### config.mk
export PLATFORM = sky130hd
export DESIGN_NAME = meas_seq
export DESIGN_NICKNAME = d
export VERILOG_FILES = /design/src/rtl/meas_seq.sv
export SDC_FILE = /design/constraint.sdc
export NUM_CORES = 1
export LEC_CHECK = 0
export ABC_AREA = 1
export BUFFER_PORTS_ARGS = -buffer_cell sky130_fd_sc_hd__buf_2
export CORE_ASPECT_RATIO = 1.5
export CORE_UTILIZATION = 46
export CTS_CLUSTER_DIAMETER = 40
export DETAILED_ROUTE_END_ITERATION = 7
export HOLD_SLACK_MARGIN = 0.08
export PLACE_DENSITY_LB_ADDON = 0.25
export SLEW_MARGIN = 20
export SYNTH_ARGS = -nofsm -noshare
export SYNTH_HDL_FRONTEND = slang
export SYNTH_SLANG_ARGS = --single-unit
### constraint.sdc
create_clock -name clk -period 1.8 [get_ports clk]
set_clock_uncertainty 0.15 [all_clocks]
set_input_delay 0.27 -clock clk [delete_from_list [all_inputs] [get_ports clk]]
set_output_delay 0.27 -clock clk [all_outputs]
set_load 0.005 [all_outputs]
### src/rtl/meas_seq.sv
// Measurement sequencer: waits for stable PLL lock, clears the counters, gates them
// for a fixed window, settles, then latches both counts. Optional compare outputs: MEAS_SEQ_CMP_EN.
module meas_seq #(
    parameter int CNT_W       = 34,
    parameter int GATE_CYCLES = 100_000_000,
    parameter int LOCK_WAIT   = 1024,
    parameter int CLR_CYCLES  = 4,
    parameter int SETTLE      = 8
`ifdef MEAS_SEQ_CMP_EN
    ,
    parameter int TOL         = 16
`endif
) (
    input  logic             clk,
    input  logic             rst,
    input  logic             start_i,
    input  logic             cont_i,
    input  logic             pll_locked_i,
    input  logic [CNT_W-1:0] cnt_val_1_i,
    input  logic [CNT_W-1:0] cnt_val_2_i,
    output logic             cnt_clr_o,
    output logic             cnt_en_o,
    output logic [CNT_W-1:0] res_1_o,
    output logic [CNT_W-1:0] res_2_o,
    output logic             done_o,
    output logic             busy_o,
    output logic             err_o
`ifdef MEAS_SEQ_CMP_EN
    ,
    output logic signed [CNT_W:0] diff_o,
    output logic                  mismatch_o
`endif
);

    localparam int MAX_AB = (GATE_CYCLES > LOCK_WAIT) ? GATE_CYCLES : LOCK_WAIT;
    localparam int MAX_CD = (CLR_CYCLES > SETTLE) ? CLR_CYCLES : SETTLE;
    localparam int MAX_P  = (MAX_AB > MAX_CD) ? MAX_AB : MAX_CD;
    localparam int TW     = $clog2(MAX_P) + 1;

    // LOCKW loads the full count: the cycle that sees zero is the extra transition cycle.
    localparam logic [TW-1:0] LW_LD   = TW'(LOCK_WAIT);
    localparam logic [TW-1:0] CLR_LD  = TW'(CLR_CYCLES - 1);
    localparam logic [TW-1:0] GATE_LD = TW'(GATE_CYCLES - 1);
    localparam logic [TW-1:0] ST_LD   = TW'(SETTLE - 1);

    typedef enum logic [2:0] {
        S_IDLE, S_LOCKW, S_CLEAR, S_GATE, S_SETTLE, S_LATCH
    } state_t;

    state_t        state, next_state;
    logic [TW-1:0] timer, timer_next;
    logic          lock_loss;

    // NOTE: every variable driven here gets a default first, so no path can infer a latch.
    always_comb begin
        next_state = state;
        timer_next = timer;
        lock_loss  = 1'b0;
        case (state)
            S_IDLE: begin
                if (start_i) begin
                    next_state = S_LOCKW;
                    timer_next = LW_LD;
                end
            end
            S_LOCKW: begin
                if (timer == '0) begin
                    next_state = S_CLEAR;
                    timer_next = CLR_LD;
                end else if (!pll_locked_i) begin
                    timer_next = LW_LD;
                end else begin
                    timer_next = timer - TW'(1);
                end
            end
            S_CLEAR: begin
                if (!pll_locked_i) begin
                    lock_loss  = 1'b1;
                    next_state = S_IDLE;
                end else if (timer == '0) begin
                    next_state = S_GATE;
                    timer_next = GATE_LD;
                end else begin
                    timer_next = timer - TW'(1);
                end
            end
            S_GATE: begin
                if (!pll_locked_i) begin
                    lock_loss  = 1'b1;
                    next_state = S_IDLE;
                end else if (timer == '0) begin
                    next_state = S_SETTLE;
                    timer_next = ST_LD;
                end else begin
                    timer_next = timer - TW'(1);
                end
            end
            S_SETTLE: begin
                if (!pll_locked_i) begin
                    lock_loss  = 1'b1;
                    next_state = S_IDLE;
                end else if (timer == '0) begin
                    next_state = S_LATCH;
                end else begin
                    timer_next = timer - TW'(1);
                end
            end
            S_LATCH: begin
                if (cont_i || start_i) begin
                    next_state = S_LOCKW;
                    timer_next = LW_LD;
                end else begin
                    next_state = S_IDLE;
                end
            end
            default: next_state = S_IDLE;
        endcase
    end

`ifdef MEAS_SEQ_CMP_EN
    logic signed [CNT_W:0] diff_calc;
    logic [CNT_W:0]        diff_mag;

    always_comb begin
        diff_calc = $signed({1'b0, cnt_val_1_i}) - $signed({1'b0, cnt_val_2_i});
        diff_mag  = diff_calc[CNT_W] ? $unsigned(-diff_calc) : $unsigned(diff_calc);
    end
`endif

    // NOTE: sequential state uses non-blocking assignments only, so every register sees pre-edge values.
    always_ff @(posedge clk) begin
        if (rst) begin
            state     <= S_IDLE;
            timer     <= '0;
            cnt_clr_o <= 1'b1;
            cnt_en_o  <= 1'b0;
            done_o    <= 1'b0;
            busy_o    <= 1'b0;
            err_o     <= 1'b0;
            res_1_o   <= '0;
            res_2_o   <= '0;
`ifdef MEAS_SEQ_CMP_EN
            diff_o     <= '0;
            mismatch_o <= 1'b0;
`endif
        end else begin
            state     <= next_state;
            timer     <= timer_next;
            // Outputs decode the next state so they are registered yet aligned with it.
            cnt_clr_o <= (next_state == S_CLEAR);
            cnt_en_o  <= (next_state == S_GATE);
            busy_o    <= (next_state != S_IDLE);
            done_o    <= (state == S_LATCH);
            if (lock_loss)
                err_o <= 1'b1;
            else if (state == S_IDLE && start_i)
                err_o <= 1'b0;
            if (state == S_LATCH) begin
                res_1_o <= cnt_val_1_i;
                res_2_o <= cnt_val_2_i;
`ifdef MEAS_SEQ_CMP_EN
                diff_o     <= diff_calc;
                mismatch_o <= (diff_mag > (CNT_W+1)'(TOL));
`endif
            end
        end
    end

endmodule

Yosys cells after proc, flatten, opt, wreduce, memory -nomap -nowiden
Index checks and enable logic that the tools add are counted.
{"block": "op_classes", "n_addsub": 1, "n_eq_ne": 13, "n_mux": 25, "n_reduce_logical": 9}
{"operator": "2-to-1 mux 28 bit", "count": 10}
{"operator": "one-hot mux 28 bit (6 select lines)", "count": 1}
{"operator": "zero test 28 bit", "count": 1}
{"operator": "subtractor 28 x 1 -> 28 bit (second input constant)", "count": 1}
{"operator": "2-to-1 mux 3 bit", "count": 8}
{"operator": "one-hot mux 3 bit (6 select lines)", "count": 1}
{"operator": "== test 3 x 2 -> 1 bit (second input constant)", "count": 4}
{"operator": "!= test 2 bit (second input constant)", "count": 6}
{"operator": "AND reduction 7 bit", "count": 1}
{"operator": "== test 3 bit (second input constant)", "count": 2}
{"operator": "nonzero test 6 bit", "count": 1}
{"operator": "2-to-1 mux 1 bit", "count": 5}
{"operator": "== test 3 x 1 -> 1 bit (second input constant)", "count": 1}
{"operator": "zero test 3 bit", "count": 1}
{"operator": "nonzero test 3 bit", "count": 1}
{"operator": "OR reduction 3 bit", "count": 1}
{"operator": "nonzero test 2 bit", "count": 1}
{"operator": "logical AND 1 bit", "count": 1}
{"operator": "logical OR 1 bit", "count": 1}
{"block": "totals", "ff_bits": 104, "output_inout_bits": 73, "wordCells": 57}

Longest topological paths before layout
{"block": "logic_depth", "word_depth": 5, "ltp_mapped": 14, "ltp_nobuf": 14}

Least setup slack after synthesis
Ideal clock, no wire load.
{"block": "synth_path", "path_type": "flip-flop to flip-flop", "from": "reg timer[0]", "to": "reg timer[14]", "t_arrival_ns": 1.514, "required_time_ns": 1.518, "path_slack_ns": 0.004, "stages_incl_launch_ff": 13, "path_buffers": 1, "path_cell_list": "dfxtp_1 -> inv_1 -> ha_1 -> nand2_1 -> nor2_1 -> nand2_2 -> inv_1 -> nand2_1 -> a21oi_2 -> nand2_2 -> buf_6 -> nand3_1 -> a21oi_1"}
{"block": "synth_via", "elab_chain_cells": 4, "elab_cells_between_ends": 13, "classes_between": "1 x add/sub; 1 x eq/ne; 9 x mux; 2 x reduce/logical"}
{"item": "from (decl)", "line": "51", "source": "logic [TW-1:0] timer, timer_next;"}
{"item": "from (signal assigned)", "line": "148", "source": "timer <= timer_next;"}
{"item": "subtractor 28 x 1 -> 28 bit / zero test 28 bit (equally long branches)"}
{"item": "2-to-1 mux 28 bit (on tied branches) (2 in a row)"}
{"item": "one-hot mux 28 bit (6 select lines)", "line": "59", "source": "case (state)"}
Several ways; a longest one is shown, not always the timed one. The select of a mux whose other input is x is not followed.
A chain may end at the register's enable or synchronous reset.

Worst setup path after layout
{"block": "layout_path", "from": "reg timer[1]", "to": "reg timer[12]"}
Same word-level chain as after synthesis.

==> flow_summary.json <==
{
  "combPwrFrac_pct": 40.3,
  "floorplan.die_area_um2": 11000,
  "fillCellCount": 646,
  "synth_area_um2": 4880,
  "status": "finished, violations left",
  "clockBufferDepth": 2,
  "synth-seq-cells": 104,
  "port_buffers": 145,
  "synth-seq-area-share_pct": 42.7,
  "cp_cell_sequence": "inv_2, ha_4, nand2_2, nor2_2, nand2_2, nor2_8, nand2_4, nand3_4, buf_4, clkinv_2, nand2_1, nand2_1, nand2_1, nor2_2",
  "fin_crit_sh_pct": 106,
  "min_to": "cnt_en_o",
  "drt-vias-per-instance": 5.37,
  "core_region_area_um2": 10200,
  "drc": 0,
  "seqPwrFrac_pct": 33.1,
  "whs_path_depth": 3,
  "crit_top_cell": "nand2_1",
  "totalPowerFinal_mw": 7.28,
  "ant_nets": 0,
  "overflow": 0,
  "min_from": "pll_locked_i",
  "worstPathRequired_ns": 1.90,
  "synth_edf_count": 0,
  "critPathMaxFanout": 6,
  "reg2reg_slack_ns": -0.10,
  "clkPwrFrac_pct": 26.6,
  "ys_warn_count": 0,
  "arrival_ns": 2.00,
  "routabilityCongestion": 0.945,
  "violations": "negative setup slack",
  "criticalPathCategory": "register to register",
  "antenna_found_initial": 0,
  "p_switching_mw": 2.67,
  "cts.htree.levels": 3,
  "critical_path.startpoint_type": "register",
  "wl_per_cell_um": 16.6,
  "cts_root_buffer": "clkbuf_16",
  "synth_cell_types": 32,
  "endpoint_kind": "register",
  "crit_buf_inv": 3,
  "maxCapViolCount": 0,
  "num_rows": 45,
  "path_clk_slew_ns": 0.07,
  "stdcell_count": 1161,
  "drive_gt1_share_pct": 39.3,
  "dieHeight_um": 128,
  "pin_count": 146,
  "peakVddDrop_mv": 0.641,
  "timing.rr.start": "timer[1]",
  "sw_frac_of_total_pct": 36.7,
  "numCtsBuffers": 9,
  "die_w_um": 86.1,
  "finalSetupViolCount": 24,
  "fmax_mhz": 525,
  "max_stage_delay_ns": 0.33,
  "post-place-ws_ns": -0.206,
  "clkLatencyLatePin_ns": 0.35,
  "grt_pass1_wl_mm": 28.2,
  "dp.cells": 1062,
  "grt_pass1_vias": 6196,
  "cts_tree": "built",
  "r2r_cells": 14,
  "initial_core_util_pct": 47.9,
  "grt_usage_pct": 32.7,
  "ys_async_sr_fraction_pct": 0,
  "num_vias": 6232,
  "num-nets-final": 1091,
  "period_needed_ns": 1.90,
  "cp_top_family": "simple AND/OR/NAND/NOR gates",
  "rsz0062_at_grt": "true",
  "synth_fp_nets": 792,
  "antennaDiodeCount": 0,
  "place_hpwl_mm": 10.9,
  "postSynthCellCount": 717,
  "drt_iter0_markers": 377,
  "p_int_mw": 4.61,
  "grt_max_degree": 70,
  "slew_viol_final": 0,
  "finish.utilization_pct": 78.1,
  "final-hold-violation-count": 0,
  "slew_headroom_pct": 74.9,
  "clock_sinks": 104,
  "r2r_end": "timer[12]",
  "finalWorstSetupSlack_ns": -0.104,
  "first_pass_iters": 5,
  "slowest_stage": "dfxtp_2",
  "yosys_most_used_dff": "dfxtp_1",
  "hold_class": "input port to register",
  "worst_pin_slew_ns": 0.374,
  "powerDensity_nw_per_um2": 914,
  "avgSynthCellArea_um2": 6.80,
  "area.growth.synth_to_final_pct": 63.3,
  "wirelength_mm": 19.2,
  "leakage_nw": 4.08
}
==> routing by layer <==
layer / vias up / part of all wire (%) / wire (um) / track usage (%)
met5: - / 0 / 0 / 0
met4: 0 / 6.1 / 1170 / 22.3
met3: 97 / 6.5 / 1260 / 5.86
met2: 334 / 52 / 10000 / 59.4
met1: 2922 / 35 / 6790 / 33.5
li1: 2879 / - / - / -
==> layout make-up <==
type	instances	area [um2]	area share (%)
clock buffers	10	239	3.00
clock inverters	5	46.3	0.581
flip-flops and latches	104	2100	26.3
repair inverters	2	13.8	0.173
multi-input cells	535	2920	36.7
inverters	49	206	2.59
repair buffers	315	2260	28.4
well taps	141	176	2.22
==> cells in the mapped netlist (2+ instances only) <==
library cell / instances / area share [%]
nor2_1: 205 / 16
nand2_1: 122 / 9.4
dfxtp_1: 104 / 43
o21ai_0: 76 / 7.8
inv_1: 43 / 3.3
nand3_1: 39 / 4.0
a21oi_1: 29 / 3.0
clkbuf_1: 22 / 1.7
xor2_1: 14 / 2.5
nor2_2: 9 / 1.2
nand4_1: 8 / 1.0
inv_2: 5 / 0.38
buf_2: 4 / 0.41
nand2_2: 4 / 0.51
nor2_4: 4 / 0.92
nor3_1: 4 / 0.41
xnor2_1: 3 / 0.54
a21oi_2: 2 / 0.36
buf_6: 2 / 0.46
ha_1: 2 / 0.51
nand2_4: 2 / 0.46
nand3b_1: 2 / 0.31
nor2_8: 2 / 0.82
o21bai_1: 2 / 0.31
==> worst max-delay path by stage <==
stage | startpoint | endpoint | slack (ns) | cells after the start
2_1_floorplan | timer[0] | timer[14] | 0.004 | 12
3_3_place_gp | timer[13] | timer[27] | -0.18 | 10
3_5_place_dp | timer[13] | timer[27] | -0.21 | 10
4_1_cts | timer[1] | timer[10] | -0.005 | 11
5_1_grt | state[1] | timer[12] | -0.22 | 12
6_report | timer[1] | timer[12] | -0.10 | 14
==> placed cells by master, fill, tap and decap left out, types with 4 or more instances in the layout <==
cell type and count:
nand3_1 22, buf_2 145, o21ai_0 70, nor2_1 174
nand2_1 100, nand3_2 14, a21oi_2 13, a21oi_1 15
buf_4 89, dlygate4sd3_1 69, inv_1 34, xor2_1 14
inv_6 5, nand2_4 8, clkbuf_16 9, buf_12 4
nand4_1 8, nor2_4 17, nand3_4 4, o21ai_1 7
nor2_2 27, dfxtp_2 11, buf_6 6, nand2_2 21
dfxtp_1 93, inv_2 10
==> worst reg2reg max path, stage by stage (launching register included) <==
cell and delay, ns:
dfxtp_2 0.33, inv_2 0.08, ha_4 0.15, nand2_2 0.05, nor2_2 0.10, nand2_2 0.12
nor2_8 0.15, nand2_4 0.08, nand3_4 0.14, buf_4 0.15, clkinv_2 0.07, nand2_1 0.07
nand2_1 0.05, nand2_1 0.06, nor2_2 0.04
==> sequential cells by signal (all words and copies together), names as in the netlist <==
register   cells
res_1_o       34
res_2_o       34
timer         28
state          3
busy_o         1
cnt_clr_o      1
cnt_en_o       1
done_o         1
err_o          1
==> power groups by stage <==
stage | clock network, mW | registers [mW] | logic (mW)
floorplan | 0 | 2.45 | 1.24
global placement | 0 | 2.44 | 2.12
detailed placement | 0 | 2.44 | 2.15
CTS | 1.93 | 2.39 | 2.49
global route | 2.02 | 2.41 | 3.13
finish | 1.94 | 2.41 | 2.93
==> stage by stage <==
step | hold WS, ns | instance area, um2 | setup TNS [ns]
CTS | 0.101 | 7540 | -0.00460
global route | 0.147 | 7960 | -4.61
floorplan | 0.255 | 4880 | 0
global placement | 0.309 | 6340 | -1.65
finish | 0.145 | 7960 | -1.34
detailed placement | 0.333 | 6340 | -3.56
==> logic make-up (layout without fill, tap and decap cells) <==
group,Yosys count,in the layout,share of synthesized area [%]
AO/OA/AOI/OAI,111,111,11.7
AND/OR/NAND/NOR,404,405,35.5
XOR/XNOR,17,17,3.05
buffers and inverters,79,381,6.57
flip-flops,104,104,42.7
adder cells (fa/ha/maj),2,2,0.513
==> what timing repair did <==
action / 4_1_cts / 5_1_grt
setup endpoints to repair: 32 / 76
pin swaps: 23 / 23
setup buffers: 8 / 4
hold buffers: 69 / 0
gates resized for setup: 54 / 109
gates cloned: 1 / 2
hold endpoints to repair: 69 / 0
Note: power is estimated with default switching activity, not from simulation.
